==> config.mk <==
export PLATFORM = sky130hd
export DESIGN_NAME = k12a_spi_target
export DESIGN_NICKNAME = d
export VERILOG_FILES = /design/src/rtl/k12a_spi_pkg.sv /design/src/rtl/k12a_sync2.sv /design/src/rtl/k12a_spi_target.sv
export SDC_FILE = /design/constraint.sdc
export NUM_CORES = 1
export LEC_CHECK = 0
export CAP_MARGIN = 20
export CORE_ASPECT_RATIO = 0.9
export CORE_MARGIN = 2
export CORE_UTILIZATION = 30
export DETAILED_ROUTE_END_ITERATION = 8
export GPL_ROUTABILITY_DRIVEN = 0
export GPL_TIMING_DRIVEN = 0
export PLACE_DENSITY = 0.56
export SYNTH_ARGS = -nofsm -noshare
export SYNTH_HDL_FRONTEND = slang
export SYNTH_SLANG_ARGS = --single-unit
==> constraint.sdc <==
create_clock -name cpu_clock -period 2.7 [get_ports cpu_clock]
set_input_delay 0.81 -clock cpu_clock [delete_from_list [all_inputs] [get_ports cpu_clock]]
set_output_delay 0.81 -clock cpu_clock [all_outputs]
set_load 0.005 [all_outputs]
==> src/rtl/k12a_spi_pkg.sv <==
// Shared types and constants for the k12a SPI blocks.
package k12a_spi_pkg;

  typedef enum logic {
    SPI_TGT_IDLE,
    SPI_TGT_SELECTED
  } spi_tgt_state_t;

  localparam int SPI_BITS_PER_BYTE = 8;
  localparam logic [7:0] SPI_IDLE_BYTE_DEFAULT = 8'hFF;

endpackage

==> src/rtl/k12a_sync2.sv <==
// Two-flop synchronizer for one asynchronous input pin.
// Latency 2 cycles; RST_VAL is the pin's idle level so reset never creates an edge.
module k12a_sync2 #(
  parameter logic RST_VAL = 1'b0
) (
  input  logic cpu_clock,
  input  logic reset_n,
  input  logic d,
  output logic q
);

  logic meta_q;
  logic sync_q;

  always_ff @(posedge cpu_clock or negedge reset_n) begin
    if (!reset_n) begin
      meta_q <= RST_VAL;
      sync_q <= RST_VAL;
    end else begin
      meta_q <= d;
      sync_q <= meta_q;
    end
  end

  assign q = sync_q;

endmodule

==> src/rtl/k12a_spi_target.sv <==
// SPI mode-0 target with oversampled pins; pin-to-event latency 2-3 cpu_clock cycles.
// TX: 1-entry holding register (tx_ready when empty); RX: full RX drops bytes and flags overrun.
// K12A_SPI_TARGET_RX_FIFO_EN selects an RX_DEPTH-entry RX FIFO instead of a single register.
module k12a_spi_target
  import k12a_spi_pkg::*;
#(
  parameter int         RX_DEPTH  = 4,
  parameter logic [7:0] IDLE_BYTE = SPI_IDLE_BYTE_DEFAULT
) (
  input  logic       cpu_clock,
  input  logic       reset_n,
  input  logic       spi_ss_n,
  input  logic       spi_sck,
  input  logic       spi_mosi,
  output logic       spi_miso,
  input  logic [7:0] tx_data,
  input  logic       tx_valid,
  output logic       tx_ready,
  output logic [7:0] rx_data,
  output logic       rx_valid,
  input  logic       rx_ready,
  output logic       overrun,
  output logic       underrun
);

  // Occupancy counter is sized for the largest configuration.
  localparam int CNT_W = $clog2(RX_DEPTH + 1);
`ifdef K12A_SPI_TARGET_RX_FIFO_EN
  localparam int RX_CAP = RX_DEPTH;
  localparam int PTR_W  = $clog2(RX_DEPTH);
`else
  localparam int RX_CAP = 1;
`endif

  logic ss_s, sck_s, mosi_s;

  k12a_sync2 #(.RST_VAL(1'b1)) u_sync_ss   (.cpu_clock, .reset_n, .d(spi_ss_n), .q(ss_s));
  k12a_sync2 #(.RST_VAL(1'b0)) u_sync_sck  (.cpu_clock, .reset_n, .d(spi_sck),  .q(sck_s));
  k12a_sync2 #(.RST_VAL(1'b0)) u_sync_mosi (.cpu_clock, .reset_n, .d(spi_mosi), .q(mosi_s));

  spi_tgt_state_t   state_q, state_d;
  logic             sck_prev_q, sck_prev_d;
  logic [2:0]       bit_cnt_q, bit_cnt_d;
  logic             byte_end_q, byte_end_d;
  logic [6:0]       tx_shift_q, tx_shift_d;
  logic [6:0]       rx_shift_q, rx_shift_d;
  logic             miso_q, miso_d;
  logic             hold_vld_q, hold_vld_d;
  logic [7:0]       hold_dat_q, hold_dat_d;
  logic             overrun_q, overrun_d;
  logic             underrun_q, underrun_d;
  logic [CNT_W-1:0] rx_cnt_q, rx_cnt_d;

  logic       selected, sck_rise, sck_fall, tx_load;
  logic       rx_push, rx_pop, rx_full, rx_accept;
  logic [7:0] rx_byte, tx_next;

  assign selected  = (state_q == SPI_TGT_SELECTED) && !ss_s;
  assign sck_rise  = selected && sck_s && !sck_prev_q;
  assign sck_fall  = selected && !sck_s && sck_prev_q;
  assign tx_load   = ((state_q == SPI_TGT_IDLE) && !ss_s) || (sck_fall && byte_end_q);
  assign tx_next   = hold_vld_q ? hold_dat_q : IDLE_BYTE;
  assign rx_byte   = {rx_shift_q, mosi_s};
  assign rx_push   = sck_rise && (bit_cnt_q == 3'(SPI_BITS_PER_BYTE - 1));
  assign rx_valid  = (rx_cnt_q != '0);
  assign rx_full   = (rx_cnt_q == CNT_W'(RX_CAP));
  assign rx_pop    = rx_valid && rx_ready;
  assign rx_accept = rx_push && (!rx_full || rx_pop);

  // A register being copied out this cycle can take a new byte at the same time.
  assign tx_ready  = !hold_vld_q || tx_load;
  assign spi_miso  = miso_q;
  assign overrun   = overrun_q;
  assign underrun  = underrun_q;

  always_comb begin
    state_d    = state_q;
    sck_prev_d = sck_s;
    bit_cnt_d  = bit_cnt_q;
    byte_end_d = byte_end_q;
    tx_shift_d = tx_shift_q;
    rx_shift_d = rx_shift_q;
    miso_d     = miso_q;
    hold_vld_d = hold_vld_q;
    hold_dat_d = hold_dat_q;
    overrun_d  = overrun_q;
    underrun_d = underrun_q;
    rx_cnt_d   = rx_cnt_q + CNT_W'(rx_accept) - CNT_W'(rx_pop);
    case (state_q)
      SPI_TGT_IDLE: begin
        miso_d = 1'b1;
        if (!ss_s) begin
          state_d              = SPI_TGT_SELECTED;
          {miso_d, tx_shift_d} = tx_next;
          if (!hold_vld_q) underrun_d = 1'b1;
        end
      end
      default: begin
        if (ss_s) begin
          state_d    = SPI_TGT_IDLE;
          bit_cnt_d  = 3'd0;
          byte_end_d = 1'b0;
          miso_d     = 1'b1;
          overrun_d  = 1'b0;
          underrun_d = 1'b0;
        end else if (sck_rise) begin
          rx_shift_d = rx_byte[6:0];
          bit_cnt_d  = bit_cnt_q + 3'd1;
          byte_end_d = rx_push;
          if (rx_push && !rx_accept) overrun_d = 1'b1;
        end else if (sck_fall) begin
          byte_end_d = 1'b0;
          if (byte_end_q) begin
            {miso_d, tx_shift_d} = tx_next;
            if (!hold_vld_q) underrun_d = 1'b1;
          end else begin
            miso_d     = tx_shift_q[6];
            tx_shift_d = {tx_shift_q[5:0], 1'b0};
          end
        end
      end
    endcase
    if (tx_load) hold_vld_d = 1'b0;
    if (tx_valid && tx_ready) begin
      hold_vld_d = 1'b1;
      hold_dat_d = tx_data;
    end
  end

  always_ff @(posedge cpu_clock or negedge reset_n) begin
    if (!reset_n) begin
      state_q    <= SPI_TGT_IDLE;
      sck_prev_q <= 1'b0;
      bit_cnt_q  <= 3'd0;
      byte_end_q <= 1'b0;
      tx_shift_q <= '0;
      rx_shift_q <= '0;
      miso_q     <= 1'b1;
      hold_vld_q <= 1'b0;
      hold_dat_q <= '0;
      overrun_q  <= 1'b0;
      underrun_q <= 1'b0;
      rx_cnt_q   <= '0;
    end else begin
      state_q    <= state_d;
      sck_prev_q <= sck_prev_d;
      bit_cnt_q  <= bit_cnt_d;
      byte_end_q <= byte_end_d;
      tx_shift_q <= tx_shift_d;
      rx_shift_q <= rx_shift_d;
      miso_q     <= miso_d;
      hold_vld_q <= hold_vld_d;
      hold_dat_q <= hold_dat_d;
      overrun_q  <= overrun_d;
      underrun_q <= underrun_d;
      rx_cnt_q   <= rx_cnt_d;
    end
  end

`ifdef K12A_SPI_TARGET_RX_FIFO_EN
  logic [7:0]       mem_q [RX_DEPTH];
  logic [7:0]       mem_d [RX_DEPTH];
  logic [PTR_W-1:0] wr_ptr_q, wr_ptr_d;
  logic [PTR_W-1:0] rd_ptr_q, rd_ptr_d;

  // Pointers wrap naturally because RX_DEPTH is a power of two.
  always_comb begin
    mem_d    = mem_q;
    wr_ptr_d = wr_ptr_q;
    rd_ptr_d = rd_ptr_q;
    if (rx_accept) begin
      mem_d[wr_ptr_q] = rx_byte;
      wr_ptr_d        = wr_ptr_q + PTR_W'(1);
    end
    if (rx_pop) rd_ptr_d = rd_ptr_q + PTR_W'(1);
  end

  always_ff @(posedge cpu_clock or negedge reset_n) begin
    if (!reset_n) begin
      for (int i = 0; i < RX_DEPTH; i++) mem_q[i] <= '0;
      wr_ptr_q <= '0;
      rd_ptr_q <= '0;
    end else begin
      mem_q    <= mem_d;
      wr_ptr_q <= wr_ptr_d;
      rd_ptr_q <= rd_ptr_d;
    end
  end

  assign rx_data = mem_q[rd_ptr_q];
`else
  logic [7:0] rx_dat_q, rx_dat_d;

  always_comb begin
    rx_dat_d = rx_dat_q;
    if (rx_accept) rx_dat_d = rx_byte;
  end

  always_ff @(posedge cpu_clock or negedge reset_n) begin
    if (!reset_n) rx_dat_q <= '0;
    else          rx_dat_q <= rx_dat_d;
  end

  assign rx_data = rx_dat_q;
`endif

endmodule

==> After elaboration in Yosys (flattened, before gate mapping) <==
Index checks and enable logic that the tools add are counted.
W data, S select, Z words.
{ "totals": {"register_bits": 49, "output_inout_bits": 13} }
{ "classes": {"addsub": 3, "n_eq_ne": 8, "n_mux": 31, "n_bitwise": 2, "reduce_logical": 33} }
{ "op_table": {"columns": ["operator", "count"], "rows": [
  ["$mux W7", 6],
  ["$mux W1", 22],
  ["$logic_and A1 B1 Y1", 12],
  ["$reduce_and A3 Y1", 3],
  ["$mux W8", 1],
  ["$logic_not A1 Y1", 6],
  ["$mux W3", 2],
  ["$ne A3 B1 Y1 const B", 2],
  ["$reduce_and A2 Y1", 3],
  ["$reduce_bool A2 Y1", 3],
  ["$reduce_bool A3 Y1", 2],
  ["$ne A2 B2 Y1 const B", 2],
  ["$reduce_and A4 Y1", 1],
  ["$add A3 B1 Y3", 1],
  ["$add A3 B1 Y3 const B", 1],
  ["$eq A3 B1 Y1 const B", 1],
  ["$eq A3 B3 Y1 const B", 1],
  ["$logic_or A1 B1 Y1", 3],
  ["$ne A3 B2 Y1 const B", 1],
  ["$sub A3 B1 Y3", 1],
  ["$ne A2 B1 Y1 const B", 1],
  ["$not A1 Y1", 2]
]} }

==> Logic depth before layout (Yosys ltp) <==
{ "depth": {"word_depth": 11, "mapped_depth": 11, "depth_no_buf": 10} }

==> Cells and area by module <==
Synthesis repeated with hierarchy kept, for this count alone.
{ "unflattened": {"cells_unflattened": 155, "area_unflattened_um2": 2163.3} }
{ "by_module_without_submodules": {"columns": ["mod", "instances", "cells_per_inst", "area_per_inst_um2", "seq_area_each_um2"], "rows": [
  ["k12a_spi_target", 1, 149, 2010.7, 1077.3],
  ["k12a_sync2 at u_sync_mosi ...", 2, 2, 50.0, 50.0],
  ["k12a_sync2 at u_sync_ss", 1, 2, 52.6, 52.6]
]} }

==> Least setup slack after synthesis <==
No wires, ideal clock.
{ "synth_path": {"kind": "input to register", "startpoint": "input port rx_ready", "endpoint": "register rx_cnt_q[2]", "t_arrival_ps": 2456, "required_ps": 2575, "setup_slack_ps": 119, "stages": 10, "n_path_buf": 1, "path_cell_list": "nor4b_1 > nand3b_1 > buf_6 > ha_1 > inv_1 > ha_1 > inv_1 > fa_1 > xnor2_1 > xnor2_1"} }
{ "synth_between": {"elab_chain_cells": 5} }
{ "synth_rtl": {"columns": ["item", "line", "source"], "rows": [
  ["start, declared", "k12a_spi_target.sv:21", "input logic rx_ready,"],
  ["$logic_and A1 B1 Y1 (*)", "k12a_spi_target.sv:67", "assign rx_pop = rx_valid && rx_ready;"],
  ["$logic_or A1 B1 Y1", "k12a_spi_target.sv:68", "assign rx_accept = rx_push && (!rx_full || rx_pop);"],
  ["$logic_and A1 B1 Y1", "k12a_spi_target.sv:68", null],
  ["$add A3 B1 Y3", "k12a_spi_target.sv:88", "rx_cnt_d = rx_cnt_q + CNT_W'(rx_accept) - CNT_W'(rx_pop);"],
  ["$sub A3 B1 Y3 (*)", "k12a_spi_target.sv:88", null],
  ["net rx_cnt_d[2]", "k12a_spi_target.sv:52", "logic [CNT_W-1:0] rx_cnt_q, rx_cnt_d;"],
  ["end signal, assigned", "k12a_spi_target.sv:156", "rx_cnt_q <= rx_cnt_d;"],
  ["end, declared", "k12a_spi_target.sv:52", null]
]} }
The timed path passes the listed nets; every way through them passes the cells marked *.
A chain may end at the register's enable or synchronous reset.

==> Worst setup path after layout <==
{ "layout_path": {"startpoint": "register u_sync_ss.sync_q (netlist: u_sync_ss.q)", "endpoint": "output port tx_ready"} }
{ "layout_between": {"elab_chain_cells": 7, "word_cells_on_any_way": 8, "classes_between": "8 x reduce/logical"} }
{ "layout_rtl": {"columns": ["item", "line", "source"], "rows": [
  ["start, declared", "k12a_sync2.sv:13", "logic sync_q;"],
  ["start signal, assigned", "k12a_sync2.sv:21", "sync_q <= meta_q;"],
  ["$logic_not A1 Y1 (*)", null, null],
  ["$logic_and A1 B1 Y1", "k12a_spi_target.sv:58", "assign selected = (state_q == SPI_TGT_SELECTED) && !ss_s;"],
  ["$logic_and A1 B1 Y1 (2 in series)", "k12a_spi_target.sv:60", "assign sck_fall = selected && !sck_s && sck_prev_q;"],
  ["$logic_and A1 B1 Y1", "k12a_spi_target.sv:61", "assign tx_load = ((state_q == SPI_TGT_IDLE) && !ss_s) || (sck_fall && byte_end_q);"],
  ["$logic_or A1 B1 Y1 (*)", "k12a_spi_target.sv:61", null],
  ["$logic_or A1 B1 Y1 (*)", "k12a_spi_target.sv:71", "assign tx_ready = !hold_vld_q || tx_load;"],
  ["end, declared", "k12a_spi_target.sv:18", "output logic tx_ready,"]
]} }
Every way passes the cells marked *; elsewhere a longest branch is shown, timed or not.

==> summary.md <==
| Metric | Value |
|---|---|
| Pins Over Slew Limit | 0 |
| Total CTS buffers | 5 |
| Crit Path Class | flip-flop to primary output |
| Critical path destination | tx_ready |
| Initial DRC count | 47 |
| Diodes inserted | 0 |
| Core Util, Final | 0.388 |
| Pre-antenna DRT Iters | 4 |
| Largest family of logic cells by synthesized area | multiplexers |
| Cell variety after synth | 38 |
| Largest net degree at the start of global routing | 32 |
| Slew headroom | 0.657 |
| RSZ-0062 raised after global routing | no |
| Yosys warns | 0 |
| Layout cells sized above 1 | 0.289 |
| Core area | 0.00697 mm² |
| Power Dens Cells | 669 mW/mm² |
| Final worst path period need | 2.61 ns |
| Outcome | complete, no violations |
| Input/output buffers | 27 |
| DP HPWL | 2.46 mm |
| DR vias/cell | 4.38 |
| CP max FO | 10 |
| Gr usage total | 0.105 |
| Routed wire length | 3.54 mm |
| Row count | 29 |
| Peak Freq | 383 MHz |
| Final antenna-violating net count | 0 |
| Net count after synthesis | 172 |
| Global-route wire length before repair | 6.45 mm |
| Final worst path period share | 0.968 |
| Ys flop type | dfrtp_1 |
| Die area | 0.00779 mm² |
| Clock slew at reported path FFs | 0.08 ns |
| Drt drc | 0 |
| Max Clock Skew | 0.00828 ns |
| Final Hold Vio Count | 0 |
| P&R area growth vs syn | 27.1% |
| Clock H-tree levels | 2 |
| Clock Latency Late Sink | 0.30 ns |
| TritonCTS Sinks | 49 |
| Worst r2r dst | rx_cnt_q[2]$_DFF_PN0_ |
| CTS Buffer Depth | 2 |
| Xor/xnor cell area share of the yosys netlist | 0.00823 |
| CTS tree | yes |
| Synthesized instance count | 152 |
| Avg Cell Area, Syn | 14.0 µm² |
| R2r setup slk | 0.33 ns |
| CP startpoint | u_sync_ss.q$_DFF_PN1_ |
| Sequential fraction of the synthesis area | 0.578 |
| Worst slew pin tran | 0.514 ns |
| Static Leak | 1.26 nW |
| Starting density of the core | 0.306 |
| Worst EP arrival | 1.80 ns |
| Via count | 1258 |
| Async set-reset flop share out of synthesis | 1.00 |
| Adder-cell share of the synthesized area | 0.0329 |
| Vias in the first global route | 1369 |
| Finish-stage setup viols | 0 |
| Register-to-Register Path Depth | 11 |
| Startpoint types | flip-flop |
| Root buffer cell | clkbuf_8 |
| Simple-gate share of the synthesized area | 0.0687 |
| Fraction of the mapped netlist area in compound gates | 0.0652 |
| Die width | 92.8 µm |
| Netlist Area Pre-Place | 0.00213 mm² |
| Avg WL per Cell | 12.3 µm |
| Max-Cap Viols | 0 |
| Post-synth EDFFs | 0 |
| NumNets Final | 214 |
| IO Count | 28 |
| Peak VDD IR | 0.000242 V |
| Min-delay worst type | flip-flop to flip-flop |
| #FFs+latches synth | 49 |
| Reg2Reg Launch Point | sck_prev_q$_DFF_PN0_ |
| Chip Height | 83.9 µm |
| Mux cell area share after synthesis | 0.209 |
| Req. time, crit path | 1.89 ns |
| Post-layout total power | 1.81 mW |
| GRT Residual Overflow | 0 |
| Antenna violations before repair | 0 |
| Setup crit end kind | primary output |
| Post-CTS Hold Buffers | 0 |
critical path, stage by stage, from the launching register on:
cell,delay (ns)
dfstp_2,0.55
buf_6,0.13
o21ai_1,0.12
or2_4,0.27
clkdlybuf4s50_1,0.44
flip-flops by register name (all words and copies together) (netlist names):
| register | count |
|---|---|
| tx_shift_q | 7 |
| u_sync_mosi.meta_q | 1 |
| sck_prev_q | 1 |
| rx_shift_q | 7 |
| underrun | 1 |
| u_sync_sck.q | 1 |
| rx_data | 8 |
| hold_vld_q | 1 |
| spi_miso | 1 |
| hold_dat_q | 8 |
| state_q | 1 |
| overrun | 1 |
| rx_cnt_q | 3 |
| u_sync_mosi.q | 1 |
| u_sync_ss.meta_q | 1 |
| byte_end_q | 1 |
| bit_cnt_q | 3 |
| u_sync_sck.meta_q | 1 |
| u_sync_ss.q | 1 |
worst min path at each step:
stage / startpoint / endpoint / slack [ns] / cells past startpoint
2_1_floorplan: u_sync_mosi.meta_q$_DFF_PN0_ / u_sync_mosi.q$_DFF_PN0_ / 0.33 / 0
3_3_place_gp: u_sync_mosi.meta_q$_DFF_PN0_ / u_sync_mosi.q$_DFF_PN0_ / 0.33 / 0
3_5_place_dp: u_sync_mosi.meta_q$_DFF_PN0_ / u_sync_mosi.q$_DFF_PN0_ / 0.34 / 0
4_1_cts: u_sync_mosi.meta_q$_DFF_PN0_ / u_sync_mosi.q$_DFF_PN0_ / 0.35 / 0
5_1_grt: u_sync_mosi.meta_q$_DFF_PN0_ / u_sync_mosi.q$_DFF_PN0_ / 0.36 / 0
6_report: u_sync_mosi.meta_q$_DFF_PN0_ / u_sync_mosi.q$_DFF_PN0_ / 0.35 / 0
report_power, final:
group / leakage [nW] / switching (mW) / internal, mW
Clock: 0.0443 / 0.231 / 0.204
Combinational: 0.608 / 0.148 / 0.254
Sequential: 0.605 / 0.0987 / 0.874
kinds of logic (layout without fill, tap and decap cells):
family | count (synthesis) | in the layout
multiplexers | 38 | 38
buffers and inverters | 18 | 60
flip-flops | 49 | 49
XOR/XNOR | 2 | 2
AND/OR/NAND/NOR | 21 | 21
AO/OA/AOI/OAI | 19 | 19
adder cells (fa/ha/maj) | 5 | 5
area by class of cell:
| type | count | area (µm²) |
|---|---|---|
| buffer | 5 | 38.8 |
| clock buffer | 7 | 86.3 |
| fill | 676 | 4260 |
| inverter | 13 | 48.8 |
| multi-input combinational | 85 | 846 |
| sequential | 49 | 1230 |
| tap | 93 | 116 |
| timing repair buffer | 35 | 340 |
cell usage after synthesis (all sizes together) (2+ instances only):
library cell	n	area, µm²
mux2	28	345
inv	13	48.8
buf	4	28.8
ha	4	50.1
and4bb	2	25.0
o21ai	4	31.3
mux2i	10	100
nor2b	3	18.8
o22ai	3	18.8
a22oi	2	15.0
dfrtp	46	1150
a21oi	3	18.8
nand2b	8	50.1
xnor2	2	17.5
dfstp	3	78.8
a31oi	2	12.5
stage by stage:
| stage | worst slack (ns) | std cells | setup TNS (ns) | hold WS, ns | instance area (µm²) |
|---|---|---|---|---|---|
| finish | 0.0872 | 287 | 0 | 0.352 | 2710 |
| global route | 0.00959 | 287 | 0 | 0.359 | 2710 |
| CTS | 0.00261 | 287 | 0 | 0.354 | 2680 |
| detailed placement | -0.485 | 273 | -0.817 | 0.344 | 2530 |
| global placement | -0.665 | 272 | -31.56 | 0.334 | 2520 |
| floorplan | 0.119 | 152 | 0 | 0.331 | 2130 |
per-layer routing:
layer | up-vias | share of wire | GRT usage
met4 | 0 | 0.027 | 0.0642
li1 | 613 | - | -
met1 | 621 | 0.51 | 0.141
met3 | 7 | 0.030 | 0.0208
met2 | 17 | 0.44 | 0.153
met5 | - | 0 | 0
cell usage in the layout, fill, tap and decap left out, types with 2 or more instances in the layout:
master           instances
clkdlybuf4s50_1         25
dfrtp_1                 46
ha_1                     4
and4bb_1                 2
nor2b_1                  3
mux2_2                  19
clkbuf_1                 2
mux2_4                   8
o21ai_0                  2
mux2i_1                 10
a21oi_1                  2
dfstp_2                  3
clkbuf_8                 6
inv_1                   13
buf_4                    8
a31oi_1                  2
nand2b_1                 8
a22oi_1                  2
buf_2                    2
o22ai_1                  3
buf_6                    2
what timing repair did:
| action | in CTS | in global routing |
|---|---|---|
| gates resized for setup | 3 | 5 |
| endpoints found under the setup margin | 3 | 2 |
| buffers inserted | 7 | 0 |
| pin swaps | 1 | 2 |
(Power assumes the default switching activity.)
